### src/rtl/prescaler_bank.sv
// Bank of N runtime-programmable clock-enable generators sharing one write port.
// New divisors wait in a shadow register and take effect at the channel's next strobe.
module prescaler_bank #(
  parameter int N           = 4,
  parameter int W           = 16,
  parameter int AW          = 2,
  parameter int DEFAULT_DIV = 0
) (
  input  logic          CLK,
  input  logic          RST,
  input  logic          CE,
  input  logic [N-1:0]  EN,
  input  logic          SYNC,
  input  logic          WE,
  input  logic [AW-1:0] WADDR,
  input  logic [W-1:0]  WDATA,
  output logic [N-1:0]  CEO,
  output logic [N-1:0]  PEND
);

  localparam logic [W-1:0] DEF_DIV = W'(DEFAULT_DIV);

  logic [W-1:0] q_q [N];
  logic [W-1:0] q_d [N];
  logic [W-1:0] a_q [N];
  logic [W-1:0] a_d [N];
  logic [W-1:0] s_q [N];
  logic [W-1:0] s_d [N];
  logic [N-1:0] p_q;
  logic [N-1:0] p_d;

  logic [N-1:0] term;
  logic [N-1:0] adv;
  logic [N-1:0] wr_hit;

  always_comb begin
    term   = '0;
    adv    = '0;
    wr_hit = '0;
    CEO    = '0;
    for (int i = 0; i < N; i++) begin
      term[i]   = (q_q[i] >= a_q[i]);
      adv[i]    = CE & EN[i] & ~SYNC;
      // i < N always, so an address match already excludes out-of-range writes
      wr_hit[i] = WE & (WADDR == AW'(i));
      CEO[i]    = adv[i] & term[i];
    end
  end

  assign PEND = p_q;

  always_comb begin
    p_d = p_q;
    for (int i = 0; i < N; i++) begin
      q_d[i] = q_q[i];
      a_d[i] = a_q[i];
      s_d[i] = s_q[i];

      if (SYNC) begin
        q_d[i] = '0;
      end else if (adv[i]) begin
        // Counter clears at terminal count, so it can never pass A and wrap
        q_d[i] = term[i] ? '0 : q_q[i] + 1'b1;
      end

      // SYNC and a strobe both act as apply points for the shadow divisor
      if (wr_hit[i] && (SYNC || CEO[i])) begin
        a_d[i] = WDATA;
        s_d[i] = WDATA;
        p_d[i] = 1'b0;
      end else if (wr_hit[i]) begin
        s_d[i] = WDATA;
        p_d[i] = 1'b1;
      end else if (p_q[i] && (SYNC || CEO[i])) begin
        a_d[i] = s_q[i];
        p_d[i] = 1'b0;
      end
    end
  end

  always_ff @(posedge CLK or posedge RST) begin
    if (RST) begin
      p_q <= '0;
      for (int i = 0; i < N; i++) begin
        q_q[i] <= '0;
        a_q[i] <= DEF_DIV;
        s_q[i] <= DEF_DIV;
      end
    end else begin
      p_q <= p_d;
      for (int i = 0; i < N; i++) begin
        q_q[i] <= q_d[i];
        a_q[i] <= a_d[i];
        s_q[i] <= s_d[i];
      end
    end
  end

endmodule

### config.mk
export PLATFORM = sky130hd
export DESIGN_NAME = prescaler_bank
export DESIGN_NICKNAME = d
export VERILOG_FILES = /design/src/rtl/prescaler_bank.sv
export SDC_FILE = /design/constraint.sdc
export NUM_CORES = 1
export LEC_CHECK = 0
export CAP_MARGIN = 10
export CORE_MARGIN = 4
export CORE_UTILIZATION = 45
export DETAILED_ROUTE_END_ITERATION = 10
export PLACE_DENSITY_LB_ADDON = 0.2
export SKIP_LAST_GASP = 1
export SYNTH_ARGS = -nofsm -noshare
export SYNTH_HDL_FRONTEND = slang
export SYNTH_SLANG_ARGS = --single-unit
### constraint.sdc
create_clock -name CLK -period 13.3 [get_ports CLK]
set_clock_uncertainty 0.05 [all_clocks]
set_input_delay 2.66 -clock CLK [delete_from_list [all_inputs] [get_ports CLK]]
set_output_delay 2.66 -clock CLK [all_outputs]
set_load 0.01 [all_outputs]
* After elaboration in Yosys (flattened, before gate mapping)
Cells that the tools add are included.
Storage, ports and cells: bits in registers 196, word-level logic and storage cells 125
Cells by class: $add $sub $neg 4, magnitude comparators 4, equal/unequal tests 7, multiplexer cells 44, bitwise gates (word level) 17, reduce and logical (&&, ||, !) cells 33
Operators by type and width (number):
- $mux W16 | 32
- $add A16 B1 Y16 const B | 4
- $ge A16 B16 Y1 | 4
- $reduce_bool A2 Y1 | 12
- $and A1 B1 Y1 | 16
- $mux W1 | 12
- $reduce_bool A3 Y1 | 4
- $logic_and A1 B1 Y1 | 8
- $ne A2 B1 Y1 const B | 4
- $reduce_and A2 Y1 | 4
- $eq A2 B2 Y1 const B | 2
- $logic_or A1 B1 Y1 | 4
- $eq A2 B1 Y1 const B | 1
- $logic_not A2 Y1 | 1
- $not A1 Y1 | 1

* Logic depth before layout (Yosys ltp)
Gate-level depths: netlist of run 1.
depth after elaboration 8, depth in mapped cells 10

* Worst setup path after synthesis of run 1
OpenSTA, ideal clock, no wires.
kind in2out, from input port CE, to output port CEO[1], data arrival time 3.278 ns, data required time 10.590 ns, setup slack 7.312 ns, cell stages on the path 3, buffers on the path 1, cell sequence clkbuf_1 nand2_1 nor3_1
On the way: longest elaborated chain between the ends 3
RTL lines:
- start, declared | line 11 | input logic CE,
- $and A1 B1 Y1 (2 in series) | line 43 | adv[i] = CE & EN[i] & ~SYNC;
- $and A1 B1 Y1 | line 46 | CEO[i] = adv[i] & term[i];
- end, declared | line 17 | output logic [N-1:0] CEO,
Every way passes these cells.

* Final worst setup path of run 1
from input port SYNC, to output port CEO[3]
On the way: longest elaborated chain between the ends 3
RTL lines:
- start, declared | line 13 | input logic SYNC,
- $not A1 Y1 | line 43
- $and A1 B1 Y1 | line 43
- $and A1 B1 Y1 | line 46
Every way passes these cells.

==> flow_summary.toml, run 1 <==
[power]
power_density_nw_per_um2 = 132.5
vdd_drop_max_mv = 0.08319
power_leakage_nw = 5.392

[flow_run]
drv_cap = 0

[synthesis]
yosys.cell_types.count = 74
synth_nets = 1147
syn_inst = 1052
synth_edf_count = 0
synth_top_flop_cell = "dfrtp_1"
syn_avg_cell_area_um2 = 9.987
yosysWarnings = 0
ys_ff_latch = 196
syn-cell-area_um2 = 10510
ys_async_sr_fraction_pct = 100.0
ys_seq_area_share_pct = 46.68

[finish]
areaGrowthSynthToFinish_pct = 11.18
fillerInstances = 2116
multiInputGateArea_um2 = 5082
fin_util_pct = 51.28
nets = 1162
diodes = 0
drive_gt1_share_pct = 9.015
seq_area_um2 = 4905
final_area_um2 = 11680

[floorplan]
fp.dieH_um = 160.8
io_pins = 35
rows = 55
core-area_um2 = 22780
dieArea_um2 = 25860
dieWidth_um = 160.8
initial_core_util_pct = 46.12

[timing]
finalCriticalPeriod_ps = 7198
finalCritPeriodShare_pct = 54.12
drv_slew = 0
slew_headroom_pct = 21.79
max_freq_mhz = 138.9
hold_viol_final = 0
tns_ps = 0
setup_viol = 0
tightest_slew_ps = 1171
rsz0062_at_grt = "false"

[clock_network]
cts_root_buffer = "clkbuf_16"
cts_tree = "yes"
clk_latency_ps = 430
post_cts_buffers = 0
cts_hold_buf = 0
htree_levels = 4
clk_pin_slew_ps = 60
cts_resized = 0
cts_buffers = 17
cts_max_path_buffers = 2
cts.sinks = 196

[place]
hpwl_um = 16320
placed_area_um2 = 11120
globalplace.congestion = 0.7750
port_buffers = 34

[drt]
dr.pass1.iters = 5
vias = 7911
ant_nets = 0
drt_wl_total_um = 23940
dr.first_iter.drc_count = 490
via_per_inst = 5.695
avgRoutedWirePerCell_um = 17.23
drc_errors = 0

[critical_path]
crit_path_start_kind = "primary input"
endpoint_kind = "output port"
worstPathMaxFanout = 12
cp-startpoint = "SYNC"
critical_path_class = "in -> out"
arrival_ps = 4490
cp.required_ps = 10590
timing.rr.start = "q_q[22]"

[global_route]
grt_max_degree = 121
grt-ovfl-total = 0
grtUsageTotal_pct = 18.82
antenna_found_initial = 0
grt_pass1_wl_um = 39610
grt_pass1_vias = 7609

[hold_path]
hold_start = "s_q[54]"
hp-class = "reg -> reg"

[status]
status = "complete, no violations"
==> cell usage after synthesis (all sizes together), types with 6 or more instances <==
cell type | n | area (um^2)
a21boi | 8 | 60.06
a21o | 10 | 75.07
a21oi | 45 | 229.0
a22o | 12 | 105.1
a22oi | 24 | 180.2
a2bb2oi | 32 | 280.3
a31oi | 21 | 131.4
and3 | 28 | 180.2
buf | 10 | 80.07
clkbuf | 42 | 157.7
dfrtp | 196 | 4905
ha | 68 | 850.8
inv | 78 | 292.8
mux2 | 31 | 349.1
nand2 | 145 | 544.3
nand2b | 14 | 87.58
nand3 | 28 | 140.1
nand4 | 13 | 87.58
nor2 | 29 | 108.9
nor3 | 12 | 60.06
o21a | 13 | 97.59
o21ai | 35 | 175.2
o22ai | 32 | 200.2
o2bb2ai | 31 | 271.5
o311ai | 6 | 52.55
or3 | 7 | 48.80
xnor2 | 7 | 61.31
==> routing by layer <==
metal	part of all wire, %	global-route usage [%]
met3	3.1	3.131
met2	48	30.14
met4	0.71	3.451
met1	48	27.37
met5	0	0
==> worst paths after layout <==
path / to / slack, ps / depth (start not counted)
max in group asynchronous: s_q[18] / 8950 / 3
setup / recovery: CEO[3] / 6100 / 6
min in group asynchronous: q_q[50] / 2730 / 2
hold / removal: s_q[54] / 420 / 2
hold reg to reg: s_q[54] / 420 / 2
setup reg to reg: a_q[31] / 9880 / 7
==> state kept, by name, summed over array words and instances, names as in the netlist <==
| signal | flops |
|---|---|
| a_q | 64 |
| q_q | 64 |
| s_q | 64 |
| PEND | 4 |
==> placed cells by master (no fill, tap or decap), drive strengths merged, types with 14 or more instances in the layout <==
cell / Yosys / routed
a21oi: 45 / 45
a22oi: 24 / 24
a2bb2oi: 32 / 32
a31oi: 21 / 21
and3: 28 / 28
buf: 10 / 14
clkbuf: 42 / 19
clkdlybuf4s50: 0 / 34
dfrtp: 196 / 196
ha: 68 / 68
inv: 78 / 78
mux2: 31 / 31
nand2: 145 / 145
nand2b: 14 / 14
nand3: 28 / 28
nor2: 29 / 29
o21ai: 35 / 35
o22ai: 32 / 32
o2bb2ai: 31 / 31
==> metrics by stage <==
step	setup slack (ps)	hold WS, ps	power (W)	instances
3_5_place_dp	6065	412.9	0.001056	1360
5_1_grt	6045	448.2	0.001642	1389
2_1_floorplan	5249	390.8	0.0009740	1052
3_3_place_gp	6054	403.1	0.001045	1360
4_1_cts	6056	427.8	0.001563	1388
6_report	6102	423.6	0.001548	1389
==> final cells by class <==
type / count / share of cell area, %
tap: 313 / 3.353
sequential: 196 / 41.99
multi-input combinational: 726 / 43.51
clock inverter: 9 / 0.9426
timing repair buffer: 48 / 3.845
clock buffer: 19 / 3.792
inverter: 78 / 2.571
==> cell families after synthesis <==
family | synth area share [%]
AO/OA/AOI/OAI | 21.35
AND/OR/NAND/NOR | 14.40
flip-flops | 46.68
buffers and inverters | 5.049
XOR/XNOR | 1.000
multiplexers | 3.418
adder cells (fa/ha/maj) | 8.098
==> critical path, stage by stage <==
cell	delay (ps)
clkdlybuf4s50_1	390
buf_4	200
and2b_1	380
nand2_1	120
nor2_1	160
clkdlybuf4s50_1	560
==> report_power, final <==
part           internal [W]  switching, W  leakage, nW
registers          0.000695     0.0000557         2.49
logic              0.000139      0.000155         2.64
clock network      0.000278      0.000226        0.263
total               0.00111      0.000436         5.39
Note: power is estimated with default switching activity, not from simulation.
==> run 2, diff against run 1 <==
clock period = 7.5 ns   (was 13.3 ns; I/O delays follow)
==> flow_summary.toml, run 2 (synthesized netlist as in run 1, its figures left out) <==
[clock_network]
clk_latency_ps = 440
post_cts_buffers = 0
htree_levels = 4
cts_resized = 0
clk_pin_slew_ps = 70
cts_max_path_buffers = 2
cts_buffers = 17
cts_tree = "yes"
cts_hold_buf = 0
cts.sinks = 196
cts_root_buffer = "clkbuf_16"

[drt]
drc_errors = 0
avgRoutedWirePerCell_um = 17.15
vias = 7895
ant_nets = 0
dr.pass1.iters = 7
drt_wl_total_um = 23900
via_per_inst = 5.668
dr.first_iter.drc_count = 476

[floorplan]
rows = 55
core-area_um2 = 22780
fp.dieH_um = 160.8
dieArea_um2 = 25860
initial_core_util_pct = 46.12
dieWidth_um = 160.8
io_pins = 35

[global_route]
grtUsageTotal_pct = 18.84
grt-ovfl-total = 0
grt_pass1_wl_um = 39800
antenna_found_initial = 0
grt_pass1_vias = 7598
grt_max_degree = 139

[critical_path]
critical_path_class = "in -> out"
crit_top_cell = "clkdlybuf4s50_1"
crit_path_start_kind = "primary input"
worstPathMaxFanout = 12
critPathTopFamily = "buffers and inverters"
critPathMaxStageDelay_ps = 570
cp.required_ps = 5950
endpoint_kind = "output port"
path_cells = "clkdlybuf4s50_1 > buf_4 > and2b_1 > nand2_1 > nor2b_1 > clkdlybuf4s50_1"
critPathSlowestCell = "clkdlybuf4s50_1"
crit_buf_inv = 3
arrival_ps = 3350

[finish]
nets = 1162
diodes = 0
fin_util_pct = 51.58
final_common_cell = "dfrtp_1"
drive_gt1_share_pct = 9.352
most-common-layout-cells = "dfrtp_1 (196), nand2_1 (145), inv_1 (77)"
areaGrowthSynthToFinish_pct = 11.84
top_regs = "a_q x64, q_q x64, s_q x64"

[timing]
finalCritPeriodShare_pct = 65.28
tns_ps = 0
hold_viol_final = 0
max_freq_mhz = 204.2
holdWs_ps = 426.0
slew_headroom_pct = 20.12
rsz0062_at_grt = "false"
tightest_slew_ps = 1194
setup_viol = 0
drv_slew = 0
finalCriticalPeriod_ps = 4896

[place]
hpwl_um = 16240
globalplace.congestion = 0.8133
port_buffers = 34

[power]
power_leakage_nw = 5.423
power_w = 0.002838
power_density_nw_per_um2 = 241.5
vdd_drop_max_mv = 0.1435

[status]
status = "complete, no violations"

[flow_run]
drv_cap = 0

[hold_path]
hp-class = "reg -> reg"
[run 2: cell count changes in the layout (fill, tap and decap cells not counted)]
| cell | before | now |
|---|---|---|
| buf_6 | 1 | 0 |
| bufinv_16 | 2 | 4 |
| buf_4 | 13 | 14 |
| clkinvlp_4 | 3 | 4 |
| clkinv_2 | 2 | 3 |
[run 2: through the flow]
stage / std cells / instance area [um^2] / worst slack, ps
3_3_place_gp: 1360 / 11120 / 2602
4_1_cts: 1392 / 11740 / 2571
5_1_grt: 1393 / 11750 / 2539
2_1_floorplan: 1052 / 10510 / 609.4
3_5_place_dp: 1360 / 11120 / 2586
6_report: 1393 / 11750 / 2604
[run 2: layout make-up]
| cell class | count | area, um^2 |
|---|---|---|
| flip-flops and latches | 196 | 4905 |
| multi-input cells | 726 | 5082 |
| inverters | 78 | 300.3 |
| clock inverters | 13 | 182.7 |
| repair buffers | 48 | 445.4 |
| fillers | 2088 | 11030 |
| clock buffers | 19 | 442.9 |
| well taps | 313 | 391.6 |
[run 2: path summary, 6_finish.rpt]
check	depth (start not counted)	slack (ps)	start	to
min	2	430	s_q[50]	s_q[50]
min in group asynchronous	2	1640	RST	q_q[51]
max	6	2600	SYNC	CEO[2]
max reg2reg	7	4100	q_q[22]	a_q[31]
min reg2reg	2	430	s_q[50]	s_q[50]
max in group asynchronous	3	4400	RST	a_q[4]
[run 2: worst reg2reg max path, cell delays in order (launching register included)]
cell and delay (ps):
dfrtp_1 450, ha_1 330, and3_4 190, a221o_1 350
a211o_1 330, o41ai_4 940, o21bai_2 480, a21oi_1 150
[run 2: power by group]
part | switching, W | internal, W | total, W
Sequential | 0.0000997 | 0.00123 | 0.00133
Clock | 0.000420 | 0.000567 | 0.000987
Combinational | 0.000272 | 0.000246 | 0.000519
[run 2: per-layer routing]
| metal | GRT usage (%) | wire (um) | share of wire (%) | vias to the layer above |
|---|---|---|---|---|
| met5 | 0 | 0 | 0 | - |
| met4 | 3.916 | 237 | 0.99 | 0 |
| met3 | 3.567 | 839 | 3.5 | 10 |
| met2 | 29.22 | 11010 | 46 | 118 |
| met1 | 27.72 | 11810 | 49 | 3895 |
| li1 | - | - | - | 3872 |
==> run 3, diff against run 2 <==
clock period = 4.99 ns   (was 7.5 ns; I/O delays follow)
==> flow_summary.toml, run 3 (synthesized netlist as in run 1, its figures left out) <==
[finish]
diodes = 0
fin_cells = 1395
drive_gt1_share_pct = 9.612
final_common_cell = "dfrtp_1"
areaGrowthSynthToFinish_pct = 11.97
nets = 1164
top_regs = "a_q x64, q_q x64, s_q x64"
most-common-layout-cells = "dfrtp_1 (196), nand2_1 (145), inv_1 (77)"

[global_route]
grtUsageTotal_pct = 19.03
grt-ovfl-total = 0
antenna_found_initial = 0
grt_pass1_wl_um = 40370
grt_max_degree = 85
grt_pass1_vias = 7787

[critical_path]
crit_top_cell = "nor2_1"
path_cells = "ha_1 > nand2_1 > or3_1 > o221ai_1 > a211o_1 > nor2_1 > nor2_1 > clkdlybuf4s50_1"
endpoint_kind = "output port"
critPathMaxStageDelay_ps = 560
cp.required_ps = 3940
r2r_slack_ps = 1640
arrival_ps = 3230
critPathTopFamily = "compound AO/OA/AOI/OAI gates"
crit_path_start_kind = "flip-flop"
critical_path_class = "reg -> out"
worstPathMaxFanout = 14
crit_buf_inv = 1
critPathSlowestCell = "clkdlybuf4s50_1"

[floorplan]
dieArea_um2 = 25860
rows = 55
initial_core_util_pct = 46.12
dieWidth_um = 160.8
fp.dieH_um = 160.8
io_pins = 35
core-area_um2 = 22780

[clock_network]
cts_root_buffer = "clkbuf_16"
cts_tree = "yes"
cts_hold_buf = 0
clk_pin_slew_ps = 70
cts.sinks = 196
clk_latency_ps = 440
cts_buffers = 17
cts_resized = 0
cts_max_path_buffers = 2
htree_levels = 4
post_cts_buffers = 0

[timing]
finalCritPeriodShare_pct = 85.68
rsz0062_at_grt = "false"
tightest_slew_ps = 1070
hold_viol_final = 0
drv_slew = 0
finalCriticalPeriod_ps = 4276
slew_headroom_pct = 28.41
tns_ps = 0
setup_viol = 0
max_freq_mhz = 233.9

[flow_run]
drv_cap = 0

[place]
hpwl_um = 16550
port_buffers = 34
dp.cells = 1362
globalplace.congestion = 0.7806

[drt]
vias = 8004
dr.first_iter.drc_count = 578
dr.pass1.iters = 5
drt_wl_total_um = 23950
ant_nets = 0
via_per_inst = 5.738
avgRoutedWirePerCell_um = 17.17
drc_errors = 0

[power]
power_w = 0.004197
power_leakage_nw = 5.420
power_density_nw_per_um2 = 356.8
vdd_drop_max_mv = 0.2481

[status]
status = "complete, no violations"

[hold_path]
hp-class = "reg -> reg"
## run 3: changes by cell type in the layout (fill, tap and decap cells not counted)
cell | previous run | this run
buf_12 | 0 | 2
clkbuf_1 | 1 | 0
inv_8 | 1 | 0
clkbuf_8 | 1 | 2
inv_6 | 0 | 2
clkinv_4 | 2 | 4
bufinv_16 | 4 | 2
clkinvlp_4 | 4 | 6
clkinv_2 | 3 | 0
## run 3: area by class of cell
class | instances | area, um^2
multi-input cells | 726 | 5082
inverters | 78 | 296.5
clock buffers | 19 | 452.9
well taps | 313 | 391.6
clock inverters | 13 | 150.1
flip-flops and latches | 196 | 4905
fillers | 2074 | 11010
repair buffers | 50 | 485.5
## run 3: path summary, 6_finish.rpt
kind | from | end | cells past startpoint
worst max-delay path | q_q[5] | CEO[3] | 8
worst min-delay path | s_q[63] | s_q[63] | 2
worst max register to register | q_q[22] | a_q[31] | 7
worst min register to register | s_q[63] | s_q[63] | 2
max in group asynchronous | RST | q_q[1] | 3
min in group asynchronous | RST | q_q[43] | 2
## run 3: per-layer routing
layer	track usage, %	routed length, um
met3	3.028	804
met1	27.18	11460
met4	4.924	278
met2	30.45	11410
met5	0	0
## run 3: stage by stage
| stage | hold WS (ps) | utilization [%] | setup slack (ps) | area, um^2 |
|---|---|---|---|---|
| final | 424.7 | 51.65 | 714.4 | 11760 |
| after global routing | 440.7 | 51.65 | 515.7 | 11760 |
| after CTS | 429.1 | 51.61 | 677.6 | 11760 |
| after detailed placement | 411.9 | 48.96 | 881.3 | 11150 |
| after global placement | 403.6 | 48.96 | 922.4 | 11150 |
| after floorplan | 390.8 | - | 1410 | 10510 |
## run 3: worst register-to-register path: cells and delay by family (launching register included)
kind,cells,cell delay [ps]
AO/OA/AOI/OAI,5,2170
flip-flops,1,450
AND/OR/NAND/NOR,1,190
adder cells (fa/ha/maj),1,340
## run 3: where the power goes
group	internal [W]	switching, W
clock network	0.000772	0.000636
registers	0.00185	0.000151
logic	0.000373	0.000413
